<file path="config.mk">
export PLATFORM = sky130hd
export DESIGN_NAME = rd_ctrl_mc_flat
export DESIGN_NICKNAME = d
export VERILOG_FILES = /design/src/rtl/rd_ctrl_pkg.sv /design/src/rtl/rd_ctrl_mc_if.sv /design/src/rtl/rd_rsp_fifo.sv /design/src/rtl/rd_ctrl_mc.sv /design/src/flat_wrapper.sv
export SDC_FILE = /design/constraint.sdc
export NUM_CORES = 1
export LEC_CHECK = 0
export ABC_CLOCK_PERIOD_IN_PS = 5270
export CORE_ASPECT_RATIO = 1.1
export CORE_MARGIN = 2
export CORE_UTILIZATION = 41
export CTS_CLUSTER_DIAMETER = 120
export DETAILED_ROUTE_END_ITERATION = 7
export PLACE_DENSITY = 0.9
export REMOVE_ABC_BUFFERS = 1
export SETUP_SLACK_MARGIN = 0.3
export SYNTH_ARGS = -nofsm -noshare
export SYNTH_HDL_FRONTEND = slang
export SYNTH_SLANG_ARGS = --single-unit
export TNS_END_PERCENT = 30
</file>
<file path="constraint.sdc">
create_clock -name clk -period 5.27 [get_ports clk]
set_input_delay 0.527 -clock clk [delete_from_list [all_inputs] [get_ports clk]]
set_output_delay 0.527 -clock clk [all_outputs]
set_load 0.1 [all_outputs]
</file>
<file path="src/rtl/rd_ctrl_pkg.sv">
// rtl/rd_ctrl_pkg.sv - shared state, command and status definitions for rd_ctrl_mc
package rd_ctrl_pkg;

  typedef enum logic [2:0] {
    ST_IDLE,
    ST_LOOKUP,
    ST_ALLOCATE,
    ST_FETCH_REQ,
    ST_FETCH_WAIT,
    ST_UPDATE,
    ST_BURST
  } state_e;

  localparam logic [2:0] CMD_NONE   = 3'b000;
  localparam logic [2:0] CMD_LOOKUP = 3'b001;
  localparam logic [2:0] CMD_ALLOC  = 3'b010;
  localparam logic [2:0] CMD_UPDATE = 3'b011;

  localparam logic [2:0] STS_MISS = 3'b000;
  localparam logic [2:0] STS_BUSY = 3'b100;

  function automatic logic is_hit(input logic [2:0] status);
    case (status)
      3'b001, 3'b010, 3'b011, 3'b110: is_hit = 1'b1;
      default:                        is_hit = 1'b0;
    endcase
  endfunction

endpackage

</file>
<file path="src/rtl/rd_ctrl_mc_if.sv">
// rtl/rd_ctrl_mc_if.sv - accessor, list, fetch and line-memory signals of rd_ctrl_mc
interface rd_ctrl_mc_if #(
  parameter int ADDR_W     = 32,
  parameter int DATA_W     = 32,
  parameter int LIST_DEPTH = 4,
  parameter int LIST_WIDTH = 32,
  parameter int NUM_CH     = 2,
  parameter int MAX_BURST  = 8
);
  localparam int TAG_W = $clog2(LIST_DEPTH);
  localparam int WO_W  = $clog2(LIST_WIDTH);
  localparam int CH_W  = (NUM_CH > 1) ? $clog2(NUM_CH) : 1;
  localparam int LEN_W = (MAX_BURST > 1) ? $clog2(MAX_BURST) : 1;

  logic [NUM_CH-1:0]        ch_rd_valid;
  logic [NUM_CH-1:0]        ch_rd_ready;
  logic [NUM_CH*ADDR_W-1:0] ch_rd_addr;
  logic [NUM_CH*LEN_W-1:0]  ch_rd_len;
  logic [DATA_W-1:0]        rd_data;
  logic                     rd_data_valid;
  logic [CH_W-1:0]          rd_data_ch;
  logic                     rd_data_last;

  logic                     acc_req;
  logic                     acc_gnt;
  logic [2:0]               acc_cmd;
  logic [ADDR_W-1:0]        acc_index;
  logic [TAG_W-1:0]         acc_tag;
  logic [2:0]               acc_status;
  logic [TAG_W-1:0]         return_tag;

  logic                     fetch_req;
  logic                     fetch_gnt;
  logic [ADDR_W-1:0]        fetch_addr;
  logic [TAG_W-1:0]         fetch_tag;
  logic                     fetch_done;

  logic                     mem_ren;
  logic                     mem_rready;
  logic [TAG_W+WO_W-1:0]    mem_raddr;
  logic [DATA_W-1:0]        mem_rdata;
  logic                     mem_rdata_valid;

  modport master (
    input  ch_rd_valid, ch_rd_addr, ch_rd_len,
    output ch_rd_ready, rd_data, rd_data_valid, rd_data_ch, rd_data_last,
    output acc_req, acc_cmd, acc_index, acc_tag,
    input  acc_gnt, acc_status, return_tag,
    output fetch_req, fetch_addr, fetch_tag,
    input  fetch_gnt, fetch_done,
    output mem_ren, mem_raddr,
    input  mem_rready, mem_rdata, mem_rdata_valid
  );

  modport slave (
    output ch_rd_valid, ch_rd_addr, ch_rd_len,
    input  ch_rd_ready, rd_data, rd_data_valid, rd_data_ch, rd_data_last,
    input  acc_req, acc_cmd, acc_index, acc_tag,
    output acc_gnt, acc_status, return_tag,
    input  fetch_req, fetch_addr, fetch_tag,
    output fetch_gnt, fetch_done,
    input  mem_ren, mem_raddr,
    output mem_rready, mem_rdata, mem_rdata_valid
  );

endinterface

</file>
<file path="src/rtl/rd_rsp_fifo.sv">
// rtl/rd_rsp_fifo.sv - in-order tracker of {channel, last} for outstanding line-memory reads
module rd_rsp_fifo #(
  parameter int WIDTH = 2,
  parameter int DEPTH = 4
) (
  input  logic             clk,
  input  logic             rst,
  input  logic             push_i,
  input  logic [WIDTH-1:0] push_data_i,
  input  logic             pop_i,
  output logic [WIDTH-1:0] pop_data_o,
  output logic             full_o,
  output logic             empty_o
);
  localparam int PTR_W = (DEPTH > 1) ? $clog2(DEPTH) : 1;
  localparam int CNT_W = $clog2(DEPTH + 1);

  logic [WIDTH-1:0] mem_q [DEPTH];
  logic [PTR_W-1:0] wr_ptr_q, rd_ptr_q;
  logic [CNT_W-1:0] cnt_q;
  logic             do_push, do_pop;

  function automatic logic [PTR_W-1:0] ptr_inc(input logic [PTR_W-1:0] p);
    ptr_inc = (p == PTR_W'(DEPTH - 1)) ? '0 : p + 1'b1;
  endfunction

  assign full_o     = (cnt_q == CNT_W'(DEPTH));
  assign empty_o    = (cnt_q == '0);
  assign do_pop     = pop_i && !empty_o;
  // A full FIFO still takes a push when the head leaves in the same cycle.
  assign do_push    = push_i && (!full_o || do_pop);
  assign pop_data_o = mem_q[rd_ptr_q];

  always_ff @(posedge clk or posedge rst) begin
    if (rst) begin
      wr_ptr_q <= '0;
      rd_ptr_q <= '0;
      cnt_q    <= '0;
    end else begin
      if (do_push) wr_ptr_q <= ptr_inc(wr_ptr_q);
      if (do_pop)  rd_ptr_q <= ptr_inc(rd_ptr_q);
      case ({do_push, do_pop})
        2'b10:   cnt_q <= cnt_q + 1'b1;
        2'b01:   cnt_q <= cnt_q - 1'b1;
        default: cnt_q <= cnt_q;
      endcase
    end
  end

  always_ff @(posedge clk) begin
    if (do_push) mem_q[wr_ptr_q] <= push_data_i;
  end

endmodule

</file>
<file path="src/rtl/rd_ctrl_mc.sv">
// rtl/rd_ctrl_mc.sv - round-robin multi-channel cache read controller with wrapping bursts
module rd_ctrl_mc
  import rd_ctrl_pkg::*;
#(
  parameter int ADDR_W     = 32,
  parameter int DATA_W     = 32,
  parameter int LIST_DEPTH = 4,
  parameter int LIST_WIDTH = 32,
  parameter int NUM_CH     = 2,
  parameter int MAX_BURST  = 8,
  parameter int RSP_DEPTH  = 4
) (
  input logic          clk,
  input logic          rst,
  rd_ctrl_mc_if.master bus
);
  localparam int TAG_W = $clog2(LIST_DEPTH);
  localparam int WO_W  = $clog2(LIST_WIDTH);
  localparam int BO_W  = $clog2(LIST_WIDTH * DATA_W / 8);
  localparam int CH_W  = (NUM_CH > 1) ? $clog2(NUM_CH) : 1;
  localparam int LEN_W = (MAX_BURST > 1) ? $clog2(MAX_BURST) : 1;
  localparam int LN_W  = ADDR_W - BO_W;

  state_e            state_q, state_d;
  logic [CH_W-1:0]   rr_q, rr_d, ch_q, ch_d;
  logic [LN_W-1:0]   line_q, line_d;
  logic [LEN_W-1:0]  len_q, len_d, cnt_q, cnt_d;
  logic [TAG_W-1:0]  tag_q, tag_d;
  logic [WO_W-1:0]   woff_q, woff_d;

  logic              win_vld;
  logic [CH_W-1:0]   win_ch, cand;
  logic [ADDR_W-1:0] addr_sel;
  logic [LEN_W-1:0]  len_sel;
  logic [ADDR_W-1:0] line_addr;
  logic              last_word, push;
  logic              fifo_full, fifo_empty, fifo_last, pop;
  logic [CH_W-1:0]   fifo_ch;

  // Scan from rr_q upward so the channel after the last winner gets first pick.
  always_comb begin
    win_vld = 1'b0;
    win_ch  = '0;
    cand    = '0;
    for (int i = 0; i < NUM_CH; i++) begin
      cand = CH_W'((int'(rr_q) + i) % NUM_CH);
      if (!win_vld && bus.ch_rd_valid[cand]) begin
        win_vld = 1'b1;
        win_ch  = cand;
      end
    end
  end

  assign addr_sel  = bus.ch_rd_addr[win_ch*ADDR_W +: ADDR_W];
  assign len_sel   = bus.ch_rd_len[win_ch*LEN_W +: LEN_W];
  assign line_addr = {line_q, {BO_W{1'b0}}};
  assign last_word = (cnt_q == len_q);

  always_comb begin
    state_d = state_q;
    rr_d    = rr_q;
    ch_d    = ch_q;
    line_d  = line_q;
    len_d   = len_q;
    cnt_d   = cnt_q;
    tag_d   = tag_q;
    woff_d  = woff_q;
    push    = 1'b0;
    bus.ch_rd_ready = '0;
    bus.acc_req     = 1'b0;
    bus.acc_cmd     = CMD_NONE;
    bus.acc_index   = '0;
    bus.acc_tag     = '0;
    bus.fetch_req   = 1'b0;
    bus.fetch_addr  = '0;
    bus.fetch_tag   = '0;
    bus.mem_ren     = 1'b0;
    bus.mem_raddr   = '0;
    case (state_q)
      ST_IDLE: begin
        if (win_vld) begin
          bus.ch_rd_ready[win_ch] = 1'b1;
          ch_d    = win_ch;
          line_d  = addr_sel[ADDR_W-1:BO_W];
          len_d   = len_sel;
          cnt_d   = '0;
          woff_d  = addr_sel[BO_W-1 -: WO_W];
          rr_d    = (win_ch == CH_W'(NUM_CH - 1)) ? '0 : win_ch + 1'b1;
          state_d = ST_LOOKUP;
        end
      end
      ST_LOOKUP: begin
        bus.acc_req   = 1'b1;
        bus.acc_cmd   = CMD_LOOKUP;
        bus.acc_index = line_addr;
        // Busy and unrecognised codes leave the lookup asserted for a retry.
        if (bus.acc_gnt) begin
          if (is_hit(bus.acc_status)) begin
            tag_d   = bus.return_tag;
            state_d = ST_BURST;
          end else if (bus.acc_status == STS_MISS) begin
            state_d = ST_ALLOCATE;
          end
        end
      end
      ST_ALLOCATE: begin
        bus.acc_req   = 1'b1;
        bus.acc_cmd   = CMD_ALLOC;
        bus.acc_index = line_addr;
        if (bus.acc_gnt) begin
          tag_d   = bus.return_tag;
          state_d = ST_FETCH_REQ;
        end
      end
      ST_FETCH_REQ: begin
        bus.fetch_req  = 1'b1;
        bus.fetch_addr = line_addr;
        bus.fetch_tag  = tag_q;
        if (bus.fetch_gnt) state_d = ST_FETCH_WAIT;
      end
      ST_FETCH_WAIT: begin
        if (bus.fetch_done) state_d = ST_UPDATE;
      end
      ST_UPDATE: begin
        bus.acc_req   = 1'b1;
        bus.acc_cmd   = CMD_UPDATE;
        bus.acc_index = line_addr;
        bus.acc_tag   = tag_q;
        if (bus.acc_gnt) state_d = ST_BURST;
      end
      ST_BURST: begin
        bus.mem_ren   = !fifo_full;
        bus.mem_raddr = {tag_q, woff_q};
        if (!fifo_full && bus.mem_rready) begin
          push   = 1'b1;
          woff_d = woff_q + 1'b1;
          cnt_d  = cnt_q + 1'b1;
          if (last_word) state_d = ST_IDLE;
        end
      end
      default: state_d = ST_IDLE;
    endcase
  end

  always_ff @(posedge clk or posedge rst) begin
    if (rst) begin
      state_q <= ST_IDLE;
      rr_q    <= '0;
      ch_q    <= '0;
      line_q  <= '0;
      len_q   <= '0;
      cnt_q   <= '0;
      tag_q   <= '0;
      woff_q  <= '0;
    end else begin
      state_q <= state_d;
      rr_q    <= rr_d;
      ch_q    <= ch_d;
      line_q  <= line_d;
      len_q   <= len_d;
      cnt_q   <= cnt_d;
      tag_q   <= tag_d;
      woff_q  <= woff_d;
    end
  end

  rd_rsp_fifo #(
    .WIDTH (CH_W + 1),
    .DEPTH (RSP_DEPTH)
  ) u_rsp_fifo (
    .clk         (clk),
    .rst         (rst),
    .push_i      (push),
    .push_data_i ({ch_q, last_word}),
    .pop_i       (pop),
    .pop_data_o  ({fifo_ch, fifo_last}),
    .full_o      (fifo_full),
    .empty_o     (fifo_empty)
  );

  // Data with no tracked read behind it (e.g. issued before a reset) is dropped.
  assign pop               = bus.mem_rdata_valid && !fifo_empty;
  assign bus.rd_data       = bus.mem_rdata;
  assign bus.rd_data_valid = pop;
  assign bus.rd_data_ch    = pop ? fifo_ch : '0;
  assign bus.rd_data_last  = pop && fifo_last;

endmodule

</file>
<file path="src/flat_wrapper.sv">
// flat-port wrapper written by rule: the top's interface ports become plain ports
module rd_ctrl_mc_flat import rd_ctrl_pkg::*;
#(
  parameter int ADDR_W     = 32,
  parameter int DATA_W     = 32,
  parameter int LIST_DEPTH = 4,
  parameter int LIST_WIDTH = 32,
  parameter int NUM_CH     = 2,
  parameter int MAX_BURST  = 8,
  parameter int RSP_DEPTH  = 4
)
  (clk, rst, bus_ch_rd_valid, bus_ch_rd_addr, bus_ch_rd_len, bus_ch_rd_ready, bus_rd_data, bus_rd_data_valid, bus_rd_data_ch, bus_rd_data_last, bus_acc_req, bus_acc_cmd, bus_acc_index, bus_acc_tag, bus_acc_gnt, bus_acc_status, bus_return_tag, bus_fetch_req, bus_fetch_addr, bus_fetch_tag, bus_fetch_gnt, bus_fetch_done, bus_mem_ren, bus_mem_raddr, bus_mem_rready, bus_mem_rdata, bus_mem_rdata_valid);
  rd_ctrl_mc_if #(.ADDR_W(ADDR_W), .DATA_W(DATA_W), .LIST_DEPTH(LIST_DEPTH), .LIST_WIDTH(LIST_WIDTH), .NUM_CH(NUM_CH), .MAX_BURST(MAX_BURST)) bus_i ();
  input logic clk;
  input logic rst;
  input wire logic [$bits(bus_i.ch_rd_valid)-1:0] bus_ch_rd_valid;
  input wire logic [$bits(bus_i.ch_rd_addr)-1:0] bus_ch_rd_addr;
  input wire logic [$bits(bus_i.ch_rd_len)-1:0] bus_ch_rd_len;
  output wire logic [$bits(bus_i.ch_rd_ready)-1:0] bus_ch_rd_ready;
  output wire logic [$bits(bus_i.rd_data)-1:0] bus_rd_data;
  output wire logic [$bits(bus_i.rd_data_valid)-1:0] bus_rd_data_valid;
  output wire logic [$bits(bus_i.rd_data_ch)-1:0] bus_rd_data_ch;
  output wire logic [$bits(bus_i.rd_data_last)-1:0] bus_rd_data_last;
  output wire logic [$bits(bus_i.acc_req)-1:0] bus_acc_req;
  output wire logic [$bits(bus_i.acc_cmd)-1:0] bus_acc_cmd;
  output wire logic [$bits(bus_i.acc_index)-1:0] bus_acc_index;
  output wire logic [$bits(bus_i.acc_tag)-1:0] bus_acc_tag;
  input wire logic [$bits(bus_i.acc_gnt)-1:0] bus_acc_gnt;
  input wire logic [$bits(bus_i.acc_status)-1:0] bus_acc_status;
  input wire logic [$bits(bus_i.return_tag)-1:0] bus_return_tag;
  output wire logic [$bits(bus_i.fetch_req)-1:0] bus_fetch_req;
  output wire logic [$bits(bus_i.fetch_addr)-1:0] bus_fetch_addr;
  output wire logic [$bits(bus_i.fetch_tag)-1:0] bus_fetch_tag;
  input wire logic [$bits(bus_i.fetch_gnt)-1:0] bus_fetch_gnt;
  input wire logic [$bits(bus_i.fetch_done)-1:0] bus_fetch_done;
  output wire logic [$bits(bus_i.mem_ren)-1:0] bus_mem_ren;
  output wire logic [$bits(bus_i.mem_raddr)-1:0] bus_mem_raddr;
  input wire logic [$bits(bus_i.mem_rready)-1:0] bus_mem_rready;
  input wire logic [$bits(bus_i.mem_rdata)-1:0] bus_mem_rdata;
  input wire logic [$bits(bus_i.mem_rdata_valid)-1:0] bus_mem_rdata_valid;
  assign bus_i.ch_rd_valid = bus_ch_rd_valid;
  assign bus_i.ch_rd_addr = bus_ch_rd_addr;
  assign bus_i.ch_rd_len = bus_ch_rd_len;
  assign bus_ch_rd_ready = bus_i.ch_rd_ready;
  assign bus_rd_data = bus_i.rd_data;
  assign bus_rd_data_valid = bus_i.rd_data_valid;
  assign bus_rd_data_ch = bus_i.rd_data_ch;
  assign bus_rd_data_last = bus_i.rd_data_last;
  assign bus_acc_req = bus_i.acc_req;
  assign bus_acc_cmd = bus_i.acc_cmd;
  assign bus_acc_index = bus_i.acc_index;
  assign bus_acc_tag = bus_i.acc_tag;
  assign bus_i.acc_gnt = bus_acc_gnt;
  assign bus_i.acc_status = bus_acc_status;
  assign bus_i.return_tag = bus_return_tag;
  assign bus_fetch_req = bus_i.fetch_req;
  assign bus_fetch_addr = bus_i.fetch_addr;
  assign bus_fetch_tag = bus_i.fetch_tag;
  assign bus_i.fetch_gnt = bus_fetch_gnt;
  assign bus_i.fetch_done = bus_fetch_done;
  assign bus_mem_ren = bus_i.mem_ren;
  assign bus_mem_raddr = bus_i.mem_raddr;
  assign bus_i.mem_rready = bus_mem_rready;
  assign bus_i.mem_rdata = bus_mem_rdata;
  assign bus_i.mem_rdata_valid = bus_mem_rdata_valid;
  rd_ctrl_mc #(.ADDR_W(ADDR_W), .DATA_W(DATA_W), .LIST_DEPTH(LIST_DEPTH), .LIST_WIDTH(LIST_WIDTH), .NUM_CH(NUM_CH), .MAX_BURST(MAX_BURST), .RSP_DEPTH(RSP_DEPTH)) u_core (.clk(clk), .rst(rst), .bus(bus_i));
endmodule
</file>
==> results.py <==
metrics = {
    "placement": {
        "place_hpwl_um": 8590,
        "io_buffers": 150,
        "pre_cts_ws_ns": 1.70,
        "place_inst": 615,
        "routabilityCongestion": 0.812,
        "dpl_cell_area_um2": 5110,
    },
    "run_status": {
        "status": "finished clean",
    },
    "die": {
        "ios": 234,
        "initial_core_util_pct": 41.9,
        "dieWidth_um": 96.7,
        "std_cell_rows": 37,
        "die_height_um": 106,
        "die-area_um2": 10200,
        "core_area_um2": 9260,
    },
    "timing": {
        "fin_setup_tns_ns": 0,
        "period_share_pct": 75.1,
        "holdWs_ns": 0.494,
        "hold_viol_final": 0,
        "min_period_ns": 3.96,
        "timing.slew.headroom_pct": 17.9,
        "tightestPinTransition_ns": 1.23,
        "finClkSkew_ns": 0.00891,
        "rsz0062_at_grt": "false",
        "finalSetupViolations": 0,
        "slew_viol_final": 0,
        "layout_setup_ws_ns": 1.31,
        "clock.fmax_mhz": 253,
    },
    "worst_setup_path": {
        "cp-end-kind": "output port",
        "path_class": "register to output port",
        "cp-start-kind": "register",
        "cp.arrival_ns": 3.43,
        "path_max_fanout": 26,
        "worst_ep_required_time_ns": 4.74,
    },
    "clock_network": {
        "htreeDepth": 3,
        "cts_resized": 0,
        "cts_buffers": 9,
        "postCtsHoldBufs": 0,
        "cts.path.max_buffers": 2,
        "cts_tree": "done",
        "clock-sinks": 58,
        "clk_pin_slew_ns": 0.07,
        "clkLatencyLatePin_ns": 0.34,
        "postCtsSetupBuffers": 0,
        "root_buffer": "clkbuf_8",
    },
    "global_route": {
        "grt_max_degree": 54,
        "track_usage_pct": 21.4,
        "grt_first_pass_wirelength_um": 17000,
        "overflow": 0,
        "first_global_vias": 3365,
        "grt_antenna_before_repair": 0,
    },
    "detailed_routing": {
        "first_pass_iters": 6,
        "wl_per_cell_um": 17.6,
        "drt-vias-per-instance": 5.14,
        "route.detailed.drc": 0,
        "ant_nets": 0,
        "vias": 3241,
        "wl_um": 11100,
        "first_iter_violations": 90,
    },
    "logic_synthesis": {
        "synth_ff_type": "dfrtp_1",
        "synth_edf_count": 8,
        "ys_ff_latch": 58,
        "ys_types": 56,
        "avgSynthCellArea_um2": 9.69,
        "syn_area_um2": 3870,
        "async_flop_share_pct": 86.2,
        "ys_seq_area_share_pct": 38.5,
        "syn_inst": 400,
        "yosysWarnings": 0,
    },
    "power": {
        "p_leak_nw": 2.33,
        "power.density_nw_per_um2": 698,
        "ir_drop_uv": 466,
        "p_total_mw": 3.72,
    },
    "finish": {
        "areaGrowthSynthToFinish_pct": 37.4,
        "fillCellCount": 789,
        "fin_area_um2": 5330,
        "drive_above_1_share_pct": 7.78,
        "fin_util_pct": 57.5,
        "fin_nets": 634,
        "stdcell_count": 631,
        "antennaDiodeCount": 0,
    },
    "run": {
        "maxCapViolations": 0,
    },
    "hold_path": {
        "min_path_type": "register to register",
    },
}
[synth_stat cells, drive strengths merged, types with 5 or more instances]
master	instances	area, um^2
buf	64	464
mux2	5	60.1
and2	46	288
and3	5	31.3
nor2b	29	184
mux2i	25	250
nand3b	6	57.6
edfxtp	8	240
a221o	5	50.1
dfrtp	50	1250
o21ai	31	159
nor2	16	70.1
ha	8	100
nand2	30	113
inv	15	56.3
[worst max-delay path, stage by stage, from the launching register on]
cell and delay, ns:
dfrtp_1 0.71, nor2b_1 0.28, a21oi_2 0.94, nor2b_1 0.12, clkdlybuf4s50_1 1.02
[power breakdown]
group	internal [mW]	total, mW	leakage, nW	switching (mW)
sequential	0.653	0.854	0.689	0.202
combinational	0.679	2.41	1.53	1.73
clock	0.265	0.451	0.105	0.187
total	1.60	3.72	2.33	2.12
[area by class of cell]
| type | count | area, um^2 | area share (%) |
|---|---|---|---|
| flip-flops and latches | 58 | 1490 | 28.0 |
| clock inverters | 7 | 93.8 | 1.76 |
| well taps | 117 | 146 | 2.75 |
| inverters | 15 | 56.3 | 1.06 |
| clock buffers | 9 | 124 | 2.33 |
| multi-input cells | 274 | 1910 | 35.9 |
| repair buffers | 151 | 1500 | 28.2 |
[layer usage]
layer | vias to the layer above | GRT usage (%) | share of wire [%]
met5 | - | 5.64 | 0.52
met4 | 2 | 6.14 | 1.2
met3 | 12 | 11.5 | 11
met2 | 174 | 33.3 | 47
met1 | 1547 | 25.4 | 41
li1 | 1506 | - | -
[logic make-up after synthesis]
group	Yosys count	share of synthesized area [%]
AO/OA/AOI/OAI	63	11.7
XOR/XNOR	8	1.81
adder cells (fa/ha/maj)	9	3.10
buffers and inverters	82	13.7
flip-flops	58	38.5
multiplexers	32	9.17
other	1	0.0968
AND/OR/NAND/NOR	147	22.0
[state kept, by name (all words and copies together) (netlist names)]
register                    cells
u_core.u_rsp_fifo.wr_ptr_q      2
u_core.tag_q                    2
u_core.woff_q                   5
u_core.len_q                    3
u_core.line_q                  25
u_core.ch_q                     1
u_core.u_rsp_fifo.mem_q         8
u_core.cnt_q                    3
u_core.u_rsp_fifo.rd_ptr_q      2
u_core.state_q                  3
u_core.u_rsp_fifo.cnt_q         3
u_core.rr_q                     1
[worst paths after layout]
check,from,end,slack (ns),cells past startpoint
max,u_core.state_q[1]$_DFFE_PP0P_,bus_acc_index[15],1.31,4
min,u_core.u_rsp_fifo.cnt_q[2]$_DFFE_PP0P_,u_core.u_rsp_fifo.cnt_q[2]$_DFFE_PP0P_,0.49,1
max reg2reg,u_core.u_rsp_fifo.cnt_q[0]$_DFFE_PP0P_,u_core.u_rsp_fifo.cnt_q[2]$_DFFE_PP0P_,2.88,10
min reg2reg,u_core.u_rsp_fifo.cnt_q[2]$_DFFE_PP0P_,u_core.u_rsp_fifo.cnt_q[2]$_DFFE_PP0P_,0.49,1
max in group asynchronous,rst,u_core.line_q[15]$_DFFE_PP0P_,3.87,2
min in group asynchronous,rst,u_core.woff_q[2]$_DFFE_PP0P_,0.77,2
[cells in the final DEF, fill, tap and decap left out, drive strengths merged, types with 5 or more instances in the layout]
master         count
a221o              5
and2              46
and3               5
clkbuf             9
clkdlybuf4s50    148
conb              15
dfrtp             50
edfxtp             8
ha                 8
inv               15
mux2               5
mux2i             25
nand2             30
nand3b             6
nor2              16
nor2b             29
o21ai             31
Note: power is estimated with default switching activity, not from simulation.
